$ cat src/rtl/jk_bank_ctrl_if.sv
// Requester / JK-bank bundle shared between the bank controller and its clients.
interface jk_bank_ctrl_if #(
    parameter int N_REQ = 4,
    parameter int WIDTH = 8
);
    logic [N_REQ-1:0]       req;
    logic [2*N_REQ-1:0]     op;
    logic [WIDTH*N_REQ-1:0] mask;
    logic [WIDTH-1:0]       q;
    logic [WIDTH-1:0]       j;
    logic [WIDTH-1:0]       k;
    logic [N_REQ-1:0]       gnt;
    logic                   ack;
    logic                   err;
    logic                   busy;

    modport master (output req, op, mask, q, input j, k, gnt, ack, err, busy);
    modport slave  (input req, op, mask, q, output j, k, gnt, ack, err, busy);
endinterface

$ cat src/rtl/jk_bank_ctrl.sv
// Round-robin arbiter that applies one requester's hold/clear/set/toggle command
// to an external JK flop bank and verifies the readback.
module jk_bank_ctrl #(
    parameter int N_REQ = 4,
    parameter int WIDTH = 8
) (
    input  logic         clk,
    input  logic         rst,
    jk_bank_ctrl_if.slave bus
);
    localparam int PW = (N_REQ > 1) ? $clog2(N_REQ) : 1;

    typedef enum logic [1:0] {IDLE, APPLY, CHECK} state_t;

    state_t           r_state;
    logic [PW-1:0]    r_ptr;
    logic [N_REQ-1:0] r_gnt;
    logic [WIDTH-1:0] r_j;
    logic [WIDTH-1:0] r_k;
    logic [WIDTH-1:0] r_exp;
    logic             r_ack;
    logic             r_busy;

    logic [PW-1:0]    w_win;
    logic             w_any;
    logic [1:0]       w_op;
    logic [WIDTH-1:0] w_mask;
    logic [WIDTH-1:0] w_val;
    logic [WIDTH-1:0] w_exp;

    // First active requester at or above r_ptr, wrapping past N_REQ-1.
    always_comb begin
        int idx;
        w_win = '0;
        w_any = 1'b0;
        idx   = 0;
        for (int i = 0; i < N_REQ; i++) begin
            idx = int'(r_ptr) + i;
            if (idx >= N_REQ) idx = idx - N_REQ;
            if (!w_any && bus.req[idx]) begin
                w_any = 1'b1;
                w_win = PW'(idx);
            end
        end
    end

    assign w_op   = bus.op[int'(w_win)*2 +: 2];
    assign w_mask = bus.mask[int'(w_win)*WIDTH +: WIDTH];

    always_comb begin
        case (w_op)
            2'b01:   w_val = '0;
            2'b10:   w_val = '1;
            2'b11:   w_val = ~bus.q;
            default: w_val = bus.q;
        endcase
    end

    assign w_exp = (bus.q & ~w_mask) | (w_val & w_mask);

    always_ff @(posedge clk or negedge rst) begin
        if (!rst) begin
            r_state <= IDLE;
            r_ptr   <= '0;
            r_gnt   <= '0;
            r_j     <= '0;
            r_k     <= '0;
            r_exp   <= '0;
            r_ack   <= 1'b0;
            r_busy  <= 1'b0;
        end else begin
            case (r_state)
                IDLE: begin
                    if (w_any) begin
                        r_state <= APPLY;
                        r_gnt   <= N_REQ'(1) << w_win;
                        r_ptr   <= (w_win == PW'(N_REQ-1)) ? '0 : w_win + PW'(1);
                        r_j     <= w_mask & {WIDTH{w_op[1]}};
                        r_k     <= w_mask & {WIDTH{w_op[0]}};
                        r_exp   <= w_exp;
                        r_busy  <= 1'b1;
                    end
                end
                APPLY: begin
                    r_state <= CHECK;
                    r_j     <= '0;
                    r_k     <= '0;
                    r_ack   <= 1'b1;
                end
                CHECK: begin
                    r_state <= IDLE;
                    r_gnt   <= '0;
                    r_ack   <= 1'b0;
                    r_busy  <= 1'b0;
                end
                default: r_state <= IDLE;
            endcase
        end
    end

    assign bus.j    = r_j;
    assign bus.k    = r_k;
    assign bus.gnt  = r_gnt;
    assign bus.ack  = r_ack;
    assign bus.busy = r_busy;
    // The bank only shows the new value after the APPLY edge, so err compares live readback in CHECK.
    assign bus.err  = (r_state == CHECK) && (bus.q != r_exp);
endmodule

$ cat src/flat_wrapper.sv
// flat-port wrapper written by rule: the top's interface ports become plain ports
module jk_bank_ctrl_flat 
#(
    parameter int N_REQ = 4,
    parameter int WIDTH = 8
)
  (clk, rst, bus_req, bus_op, bus_mask, bus_q, bus_j, bus_k, bus_gnt, bus_ack, bus_err, bus_busy);
  jk_bank_ctrl_if #(.N_REQ(N_REQ), .WIDTH(WIDTH)) bus_i ();
  input  logic clk;
  input  logic rst;
  input wire logic [$bits(bus_i.req)-1:0] bus_req;
  input wire logic [$bits(bus_i.op)-1:0] bus_op;
  input wire logic [$bits(bus_i.mask)-1:0] bus_mask;
  input wire logic [$bits(bus_i.q)-1:0] bus_q;
  output wire logic [$bits(bus_i.j)-1:0] bus_j;
  output wire logic [$bits(bus_i.k)-1:0] bus_k;
  output wire logic [$bits(bus_i.gnt)-1:0] bus_gnt;
  output wire logic [$bits(bus_i.ack)-1:0] bus_ack;
  output wire logic [$bits(bus_i.err)-1:0] bus_err;
  output wire logic [$bits(bus_i.busy)-1:0] bus_busy;
  assign bus_i.req = bus_req;
  assign bus_i.op = bus_op;
  assign bus_i.mask = bus_mask;
  assign bus_i.q = bus_q;
  assign bus_j = bus_i.j;
  assign bus_k = bus_i.k;
  assign bus_gnt = bus_i.gnt;
  assign bus_ack = bus_i.ack;
  assign bus_err = bus_i.err;
  assign bus_busy = bus_i.busy;
  jk_bank_ctrl #(.N_REQ(N_REQ), .WIDTH(WIDTH)) u_core (.clk(clk), .rst(rst), .bus(bus_i));
endmodule
$ cat config.mk
export PLATFORM = sky130hd
export DESIGN_NAME = jk_bank_ctrl_flat
export DESIGN_NICKNAME = d
export VERILOG_FILES = /design/src/rtl/jk_bank_ctrl_if.sv /design/src/rtl/jk_bank_ctrl.sv /design/src/flat_wrapper.sv
export SDC_FILE = /design/constraint.sdc
export NUM_CORES = 1
export LEC_CHECK = 0
export ABC_CLOCK_PERIOD_IN_PS = 6540
export BUFFER_PORTS_ARGS = -buffer_cell sky130_fd_sc_hd__clkbuf_2
export CAP_MARGIN = 20
export CORE_UTILIZATION = 55
export CTS_CLUSTER_DIAMETER = 80
export DETAILED_ROUTE_END_ITERATION = 10
export PLACE_DENSITY = 0.91
export SLEW_MARGIN = 20
export SYNTH_ARGS = -nofsm -noshare
export SYNTH_HDL_FRONTEND = slang
export SYNTH_SLANG_ARGS = --single-unit
$ cat constraint.sdc
create_clock -name clk -period 6.54 [get_ports clk]
set_clock_uncertainty 0.05 [all_clocks]
set_input_delay 1.635 -clock clk [delete_from_list [all_inputs] [get_ports clk]]
set_output_delay 1.635 -clock clk [all_outputs]
set_load 0.1 [all_outputs]
==> results of run 1 <==
## stage by stage
step                      utilization (%)  setup WS [ps]  cell area, µm²  cells
after floorplan                         -          837.3            2308    255
after CTS                           69.75           2090            2810    379
after detailed placement            67.48           2090            2719    371
after global routing                69.84           1958            2814    379
final                               69.84           2061            2814    379
after global placement              67.48           2083            2719    371
## Yosys cell counts (all sizes together), types with 2 or more instances
cell | n | share of area (%)
o31ai | 6 | 2.0
nand3 | 36 | 8.2
buf | 6 | 1.2
a311oi | 8 | 3.0
a32o | 8 | 3.5
nand2 | 18 | 2.9
clkbuf | 7 | 1.1
o211a | 2 | 1.2
nand2b | 3 | 0.81
nor4 | 9 | 2.7
or3 | 8 | 2.2
xor2 | 8 | 3.0
nor4bb | 2 | 0.87
a21oi | 3 | 0.81
nor2 | 14 | 2.4
inv | 9 | 1.5
dfrtp | 34 | 37
o21ai | 27 | 5.9
a211oi | 2 | 1.7
a41oi | 8 | 3.0
and3 | 14 | 3.8
ha | 8 | 4.3
a22oi | 4 | 1.3
## sequential cells by signal, summed over array words and instances, names as in the netlist
signal           count
u_core.bus.j         8
u_core.bus.gnt       4
u_core.bus.ack       1
u_core.r_ptr         2
u_core.r_state       2
u_core.bus.k         8
u_core.bus.busy      1
u_core.r_exp         8
## final timing paths
path	to	slack (ps)	cells past startpoint
max in group asynchronous	u_core.r_exp[5]$_DFFE_PN0P_	4530	1
max	bus_err	2060	5
min in group asynchronous	u_core.bus.gnt[3]$_DFFE_PN0P_	1390	1
min	u_core.bus.j[6]$_DFFE_PN0P_	440	2
min reg2reg	u_core.bus.j[6]$_DFFE_PN0P_	440	2
max reg2reg	u_core.bus.k[7]$_DFFE_PN0P_	3560	7
## power by group
| part | total [mW] | switching (mW) | leakage (nW) | internal [mW] |
|---|---|---|---|---|
| sequential | 0.339 | 0.0529 | 0.424 | 0.286 |
| clock | 0.162 | 0.0773 | 0.0482 | 0.0849 |
| combinational | 0.954 | 0.696 | 0.866 | 0.258 |
## layer usage
| layer | up-vias | share of wire, % | track usage [%] |
|---|---|---|---|
| li1 | 1122 | - | - |
| met1 | 1157 | 41 | 42.03 |
| met2 | 155 | 46 | 47.73 |
| met3 | 15 | 11 | 9.760 |
| met4 | 0 | 1.8 | 12.23 |
| met5 | - | 0 | 0 |
## kinds of logic after synthesis
kind of cell               after synthesis  synth area share [%]
DFF                                     34                 36.86
xor gates and xnor gates                 8                 3.035
adders and majority gates                8                 4.336
muxes                                    2                0.9214
buffers and inverters                   22                 3.848
AOI/OAI and AO/OA                       73                 23.96
and+or+nand+nor                        108                 27.05
## tightest hold or removal path: cells and delay by family, from the launching register on
| family | cells | cell delay, ps |
|---|---|---|
| flops | 1 | 340 |
| simple gates | 1 | 50 |
| compound gates | 1 | 60 |
## final cells by class
| cell class | instances | area, µm² | area share, % |
|---|---|---|---|
| clock buffer | 7 | 86.33 | 3.068 |
| clock inverter | 1 | 5.005 | 0.1779 |
| inverter | 9 | 33.78 | 1.201 |
| multi-input combinational | 199 | 1373 | 48.78 |
| sequential | 34 | 850.8 | 30.24 |
| tap | 50 | 62.56 | 2.223 |
| timing repair buffer | 79 | 402.9 | 14.32 |
==> results.tsv, run 1 <==
metric	value	unit
outcome	finished, final reports clean	
port_buffers	76	
setup_viol	0	
syn_inst	255	
grt-ovfl-total	0	
fin_crit_sh	68.49	%
num_rows	23	
placeableCoreArea	0.004029	mm²
ioPinCount	77	
cp.required	4860	ps
hp-start	u_core.bus.j[6]$_DFFE_PN0P_	
hold_path_class	reg -> reg	
hold_violations	0	
rsz0062_at_grt	false	
ctsResizeCount	0	
drv_slew	0	
powerDensity	517.2	mW/mm²
place.gp.congestion	0.9128	
synthArstFlopShare	100.0	%
wl_per_cell	17.36	µm
synth_edf_count	0	
diodes	0	
crit_path_end_kind	output port	
ys.flop_type	dfrtp_1	
critPathTopFamily	buffers and inverters	
max-cap-violations	0	
total_power	1.455	mW
hold_ws	437.3	ps
syn2layout_area_growth	21.90	%
ys_seq_area_share	36.86	%
grt_max_degree	35	
antenna_found_initial	0	
postCtsHoldBufs	0	
ys_ff_latch	34	
reg2reg_from	u_core.r_ptr[1]$_DFFE_PN0P_	
fin_crit	4479	ps
cpMostUsedCell	clkbuf_2	
max-vdd-ir-drop	0.2606	mV
max_freq	223.3	MHz
start_util	57.30	%
critical_path_arrival	2790	ps
syn_area	0.002308	mm²
cpMaxStageDelayCell	clkbuf_2	
cts_tree	built	
cts.reportedPaths.clkPinSlew	70	ps
htree_num_levels	2	
nets	390	
avgSynthCellArea	9.053	µm²
clock_sinks	34	
drt_iter0_drc	310	
leakagePower	1.338	nW
startpoint	bus_q[7]	
layout_common_cells	clkbuf_2 (76), nand3_1 (34), dfrtp_1 (34)	
die_w	66.79	µm
yosysWarnings	0	
firstDrtPassIters	5	
die_h	66.79	µm
grt_pass1_wl	10450	µm
cts_buffers	5	
synth_cell_types	42	
path_cells	clkbuf_2 -> xor2_1 -> nor4_1 -> a21boi_0 -> clkbuf_2	
fillers	323	
crit_buf_inv	2	
grt_pass1_vias	2191	
start_kind	input pin	
grtUsageTotal	31.65	%
antenna_left	0	
hpwlAfterDp	4879	µm
drive_gt1_share	31.61	%
worst_pin_slew	844.5	ps
drc	0	
viasPerCell	6.462	
finalSetupTns	0	ps
crit_fanout	3	
slowest_delay	390	ps
insertion_delay	290	ps
dieArea	0.004460	mm²
wl	6580	µm
vias	2449	
postCtsSetupBuffers	0	
final_common_cell	clkbuf_2	
synth_fp_nets	317	
clockBufferDepth	2	
relSlewSlack	43.70	%
worstSetupPathType	in -> out	
cts_root_buf	clkbuf_8	
No activity file was read; power rests on OpenSTA's default activity.
==> inputs of run 2 (changes only) <==
ABC_CLOCK_PERIOD_IN_PS = 3650   (was 6540)
CORE_UTILIZATION = 46   (was 55)
PLACE_DENSITY = 0.82   (was 0.91)
clock period = 3.65 ns   (was 6.54 ns; I/O delays follow)
==> run 2 against run 1 <==
  * Routed wire length rose by 0.97%
  * Non-clock buffer count rose by 3
  * First-iteration DRC count fell by 51%
  * Worst hold slack barely moved
  * Utilization fell by 9.8 points
  * Setup slack got worse by 1500 ps
  * Sequential power rose by 78%
  * Critical endpoint unchanged
==> results.tsv, run 2 (same netlist as run 1, synthesis figures left out) <==
metric	value	unit	change
grt_pass1_vias	2210		+0.87%
drt_iter0_drc	153		-51%
cts_root_buf	clkbuf_8		
max_freq	326.5	MHz	
critical_path_arrival	2100	ps	-690 ps
place.gp.congestion	0.8744		-4.2%
port_buffers	76		unchanged
rrSetupSlack	940	ps	-2620 ps
crit_path_end_kind	output port		
cts_tree	built		
vias	2390		-2.4%
postCtsSetupBuffers	0		unchanged
start_kind	input pin		
diodes	0		unchanged
htree_num_levels	2		unchanged
cts.reportedPaths.clkPinSlew	70	ps	about the same
outcome	finished, final reports clean		
swShare	54.81	%	-2.0 points
cpMostUsedCell	clkbuf_2		
intPower	1.215	mW	+93%
drv_slew	0		unchanged
switching_power	1.473	mW	+78%
critPathTopFamily	buffers and inverters		
cpMaxStageDelayCell	nor4_1		
cp.required	2690	ps	-2170 ps
max-cap-violations	0		unchanged
grt-ovfl-total	0		unchanged
wl_per_cell	16.69	µm	-3.8%
relSlewSlack	42.30	%	-1.4 points
dieArea	0.005306	mm²	+19%
wl	6644	µm	+0.97%
r2r_end	u_core.bus.k[4]$_DFFE_PN0P_		
dp_slack	634.7	ps	-1456 ps
grt_pass1_wl	10860	µm	+3.9%
worst_pin_slew	865.5	ps	+21.06 ps
viasPerCell	6.005		-7.1%
start_util	48.24	%	-9.1 points
max-vdd-ir-drop	0.4620	mV	+77%
ioPinCount	77		unchanged
crit_buf_inv	2		unchanged
layout_common_cells	clkbuf_2 (76), nand3_1 (34), dfrtp_1 (34)		
slowest_delay	410	ps	+20 ps
placeableCoreArea	0.004786	mm²	+19%
hold_depth	2		unchanged
p_clk_share	13.3	%	+2.2 points
finalNonFillerCells	398		+5.0%
postCtsHoldBufs	0		unchanged
firstDrtPassIters	4		-1
ctsResizeCount	0		unchanged
hold_path_class	reg -> reg		
insertion_delay	290	ps	about the same
min_to	u_core.bus.j[5]$_DFFE_PN0P_		
fin_crit_sh	83.92	%	
cts_buffers	5		unchanged
clock_sinks	34		unchanged
hold_violations	0		unchanged
comb_power_share	64.3	%	-1.2 points
clockBufferDepth	2		unchanged
die_h	72.84	µm	+9.1%
placed_cells	391		+5.4%
reg2reg_depth	6		-1
fin_area	0.002875	mm²	+2.2%
drive_gt1_share	32.02	%	+0.41 points
pwr-share-seq	22.5	%	-0.8 points
grtUsageTotal	27.18	%	-4.5 points
powerDensity	934.7	mW/mm²	+81%
antenna_left	0		unchanged
setup_viol	0		unchanged
path_cells	clkbuf_2 -> xor2_1 -> nor4_1 -> a21boi_1 -> clkbuf_2		
crit_fanout	3		unchanged
rsz0062_at_grt	false		
leakagePower	1.362	nW	+1.8%
antenna_found_initial	0		unchanged
final.setup.worst_slack	587.1	ps	-1474 ps
hpwlAfterDp	4813	µm	-1.4%
placed_area	0.002763	mm²	+1.6%
final_common_cell	clkbuf_2		
hp-start	u_core.bus.j[5]$_DFFE_PN0P_		
syn2layout_area_growth	24.55	%	
die_w	72.84	µm	+9.1%
num_rows	25		+8.7%
worstSetupPathType	in -> out		
grt_max_degree	35		unchanged
reg2reg_from	u_core.r_state[1]$_DFFE_PN0P_		
nets	393		+0.77%
drc	0		unchanged
fin_crit	3063	ps	
fillers	428		+33%
finalSetupTns	0	ps	unchanged
run 2: changes by cell type in the layout (fill, tap and decap cells not counted), sizes merged:
cell / delta
clkinv: -1
bufinv: +1
buf: +3
clkbuf: -1
run 2: metrics by stage:
stage               util, %  total power, mW  hold WS (ps)
finish                60.08            2.688         437.6
global route          60.08            2.841         465.9
CTS                   60.08            2.679         442.4
detailed placement    57.73            2.318         427.2
global placement      57.73            2.279         420.8
floorplan                 -            1.940         471.6
run 2: worst register-to-register path, stage by stage, from the launching register on:
cell and delay (ps):
dfrtp_1 380, inv_1 130, ha_1 260, inv_1 230, nor2_1 680, nor4b_4 650, a32o_1 270
run 2: worst max path at each step:
stage	start	to	cells after the start
2_1_floorplan	bus_q[6]	bus_err	3
3_3_place_gp	bus_q[7]	bus_err	5
3_5_place_dp	bus_q[7]	bus_err	5
4_1_cts	bus_q[7]	bus_err	5
5_1_grt	bus_q[7]	bus_err	5
6_report	bus_q[7]	bus_err	5
run 2: area by class of cell:
cell class,count,area (µm²),share of cell area (%)
Timing Repair Buffer,82,425.4,14.80
Tap cell,67,83.83,2.916
Clock inverter,1,30.03,1.044
Clock buffer,6,82.58,2.872
Multi-Input combinational cell,199,1369,47.61
Inverter,9,33.78,1.175
Sequential cell,34,850.8,29.59
run 2: power groups by stage:
| stage | logic (mW) | registers [mW] | clock network [mW] |
|---|---|---|---|
| floorplan | 0.902 | 1.04 | 0 |
| finish | 1.73 | 0.604 | 0.356 |
| global placement | 1.67 | 0.606 | 0 |
| CTS | 1.72 | 0.604 | 0.357 |
| detailed placement | 1.71 | 0.610 | 0 |
| global route | 1.85 | 0.619 | 0.370 |
run 2: layer usage:
metal	global-route usage (%)	up-vias	part of all wire [%]
li1	-	1132	-
met1	39.35	1129	45
met2	41.23	118	45
met3	4.558	11	8.0
met4	9.150	0	2.0
met5	0	-	0
==> inputs of run 3 (changes only) <==
ABC_CLOCK_PERIOD_IN_PS = 3200   (was 3650)
CORE_UTILIZATION = 51   (was 46)
PLACE_DENSITY = 0.86   (was 0.82)
clock period = 3.2 ns   (was 3.65 ns; I/O delays follow)
==> run 3 against run 2 <==
  * Largest cell class unchanged
  * Global-route usage rose by 2.3 points
  * Largest power group unchanged
  * Via count grew 2.4%
  * Final area is 0.74% lower
  * First-iteration DRC count is 82% higher
  * Flip-flop and latch count is the same
  * Total power is 13% higher
  * Routed wire length grew 2.1%
  * Clock power down 6.7%
  * Critical path depth unchanged
  * Final cell count is 3.0% lower
==> results.tsv, run 3 (same netlist as run 1, synthesis figures left out) <==
metric	value	unit	change
antenna_found_initial	0		unchanged
max-vdd-ir-drop	0.4777	mV	+3.4%
cts_buffers	5		unchanged
multiInputGateArea	0.001373	mm²	+0.27%
antenna_left	0		unchanged
seq_area	850.8	µm²	unchanged
slowest_delay	490	ps	+80 ps
firstDrtPassIters	5		+1
dieArea	0.004800	mm²	-9.5%
nets	395		+0.51%
cpMaxStageDelayCell	nor4_1		
worst_pin_slew	845.4	ps	-20.12 ps
fin_crit	2908	ps	
die_w	69.28	µm	-4.9%
insertion_delay	290	ps	about the same
fillers	352		-18%
final_common_cell	clkbuf_2		
grt_max_degree	35		unchanged
rsz0062_at_grt	false		
wl	6784	µm	+2.1%
viasPerCell	6.342		+5.6%
powerDensity	1064	mW/mm²	+14%
final.setup.worst_slack	291.8	ps	-295.3 ps
drive_gt1_share	32.63	%	+0.61 points
worstSetupPathType	in -> out		
cp.required	2350	ps	-340 ps
grt_pass1_wl	11110	µm	+2.3%
setup_viol	0		unchanged
leakagePower	1.362	nW	about the same
cpMostUsedCell	clkbuf_2		
crit_fanout	3		unchanged
drt_iter0_drc	279		+82%
die_h	69.28	µm	-4.9%
max_freq	343.9	MHz	
drc	0		unchanged
reg2reg_depth	6		unchanged
placeableCoreArea	0.004354	mm²	-9.0%
wl_per_cell	17.58	µm	+5.3%
path_cells	clkbuf_2 -> xor2_1 -> nor4_1 -> a21boi_2 -> clkbuf_2		
hold_violations	0		unchanged
ioPinCount	77		unchanged
num_rows	24		-4.0%
outcome	finished, final reports clean		
relSlewSlack	43.64	%	+1.3 points
hpwlAfterDp	4908	µm	+2.0%
htree_num_levels	2		unchanged
place.gp.congestion	0.9457		+8.2%
drv_slew	0		unchanged
final_util	65.55	%	+5.5 points
crit_path_end_kind	output port		
grtUsageTotal	29.51	%	+2.3 points
diodes	0		unchanged
grt_pass1_vias	2317		+4.8%
cts.reportedPaths.clkPinSlew	70	ps	about the same
clock_sinks	34		unchanged
hold_depth	2		unchanged
dp_slack	308.9	ps	-325.8 ps
port_buffers	76		unchanged
syn2layout_area_growth	23.63	%	
fin_crit_sh	90.88	%	
cts_root_buf	clkbuf_8		
postCtsSetupBuffers	0		unchanged
hold_path_class	reg -> reg		
start_util	53.02	%	+4.8 points
ctsResizeCount	0		unchanged
clockBufferDepth	2		unchanged
max-cap-violations	0		unchanged
critical_path_arrival	2060	ps	-40 ps
grt-ovfl-total	0		unchanged
layout_common_cells	clkbuf_2 (76), nand3_1 (34), dfrtp_1 (34)		
vias	2448		+2.4%
finalSetupTns	0	ps	unchanged
cts_tree	built		
start_kind	input pin		
postCtsHoldBufs	0		unchanged
==> run 3: cell types whose count changed in the layout (fill, tap and decap cells not counted), sizes merged <==
cell    delta
buf        +2
bufinv     -1
clkbuf     +1
clkinv     +1
==> run 3: worst paths after layout <==
path | start | slack, ps | end
worst max-delay path | bus_q[6] | 290 | bus_err
min in group asynchronous | rst | 550 | u_core.bus.k[6]$_DFFE_PN0P_
max in group asynchronous | rst | 2020 | u_core.r_exp[4]$_DFFE_PN0P_
worst min register to register | u_core.bus.j[5]$_DFFE_PN0P_ | 430 | u_core.bus.j[5]$_DFFE_PN0P_
worst min-delay path | u_core.bus.j[5]$_DFFE_PN0P_ | 430 | u_core.bus.j[5]$_DFFE_PN0P_
worst max register to register | u_core.r_state[0]$_DFFE_PN0P_ | 540 | u_core.bus.k[0]$_DFFE_PN0P_
==> run 3: cell type report <==
cell class / count / area share, %
Clock buffer: 7 / 3.025
Clock inverter: 1 / 0.1754
Sequential cell: 34 / 29.81
Timing Repair Buffer: 84 / 15.43
Tap cell: 52 / 2.280
Multi-Input combinational cell: 199 / 48.09
Inverter: 9 / 1.184
==> run 3: where the power goes <==
group / total, mW / internal (mW) / switching (mW)
sequential: 0.693 / 0.585 / 0.108
combinational: 2.01 / 0.568 / 1.44
clock: 0.332 / 0.173 / 0.159
total: 3.04 / 1.33 / 1.71
==> run 3: metrics by stage <==
step / hold WS, ps / std cells / total power [mW] / instance area [µm²]
floorplan: 454.4 / 255 / 2.215 / 2312
global placement: 419.6 / 378 / 2.618 / 2763
detailed placement: 424.8 / 378 / 2.673 / 2763
CTS: 439.3 / 386 / 3.004 / 2854
global route: 467.1 / 386 / 3.204 / 2854
finish: 434.0 / 386 / 3.036 / 2854
==> run 3: worst max-delay path, delay by kind of cell <==
family | cells | cell delay (ps)
AOI/OAI and AO/OA | 1 | 110
xor gates and xnor gates | 1 | 160
buffers and inverters | 2 | 490
and+or+nand+nor | 1 | 490
==> run 3: routing by layer <==
metal,up-vias,wire length (µm),global-route usage [%]
met3,11,516,4.942
met2,114,3261,48.33
met1,1189,2906,40.00
met4,0,100,9.070
met5,-,0,0
li1,1134,-,-
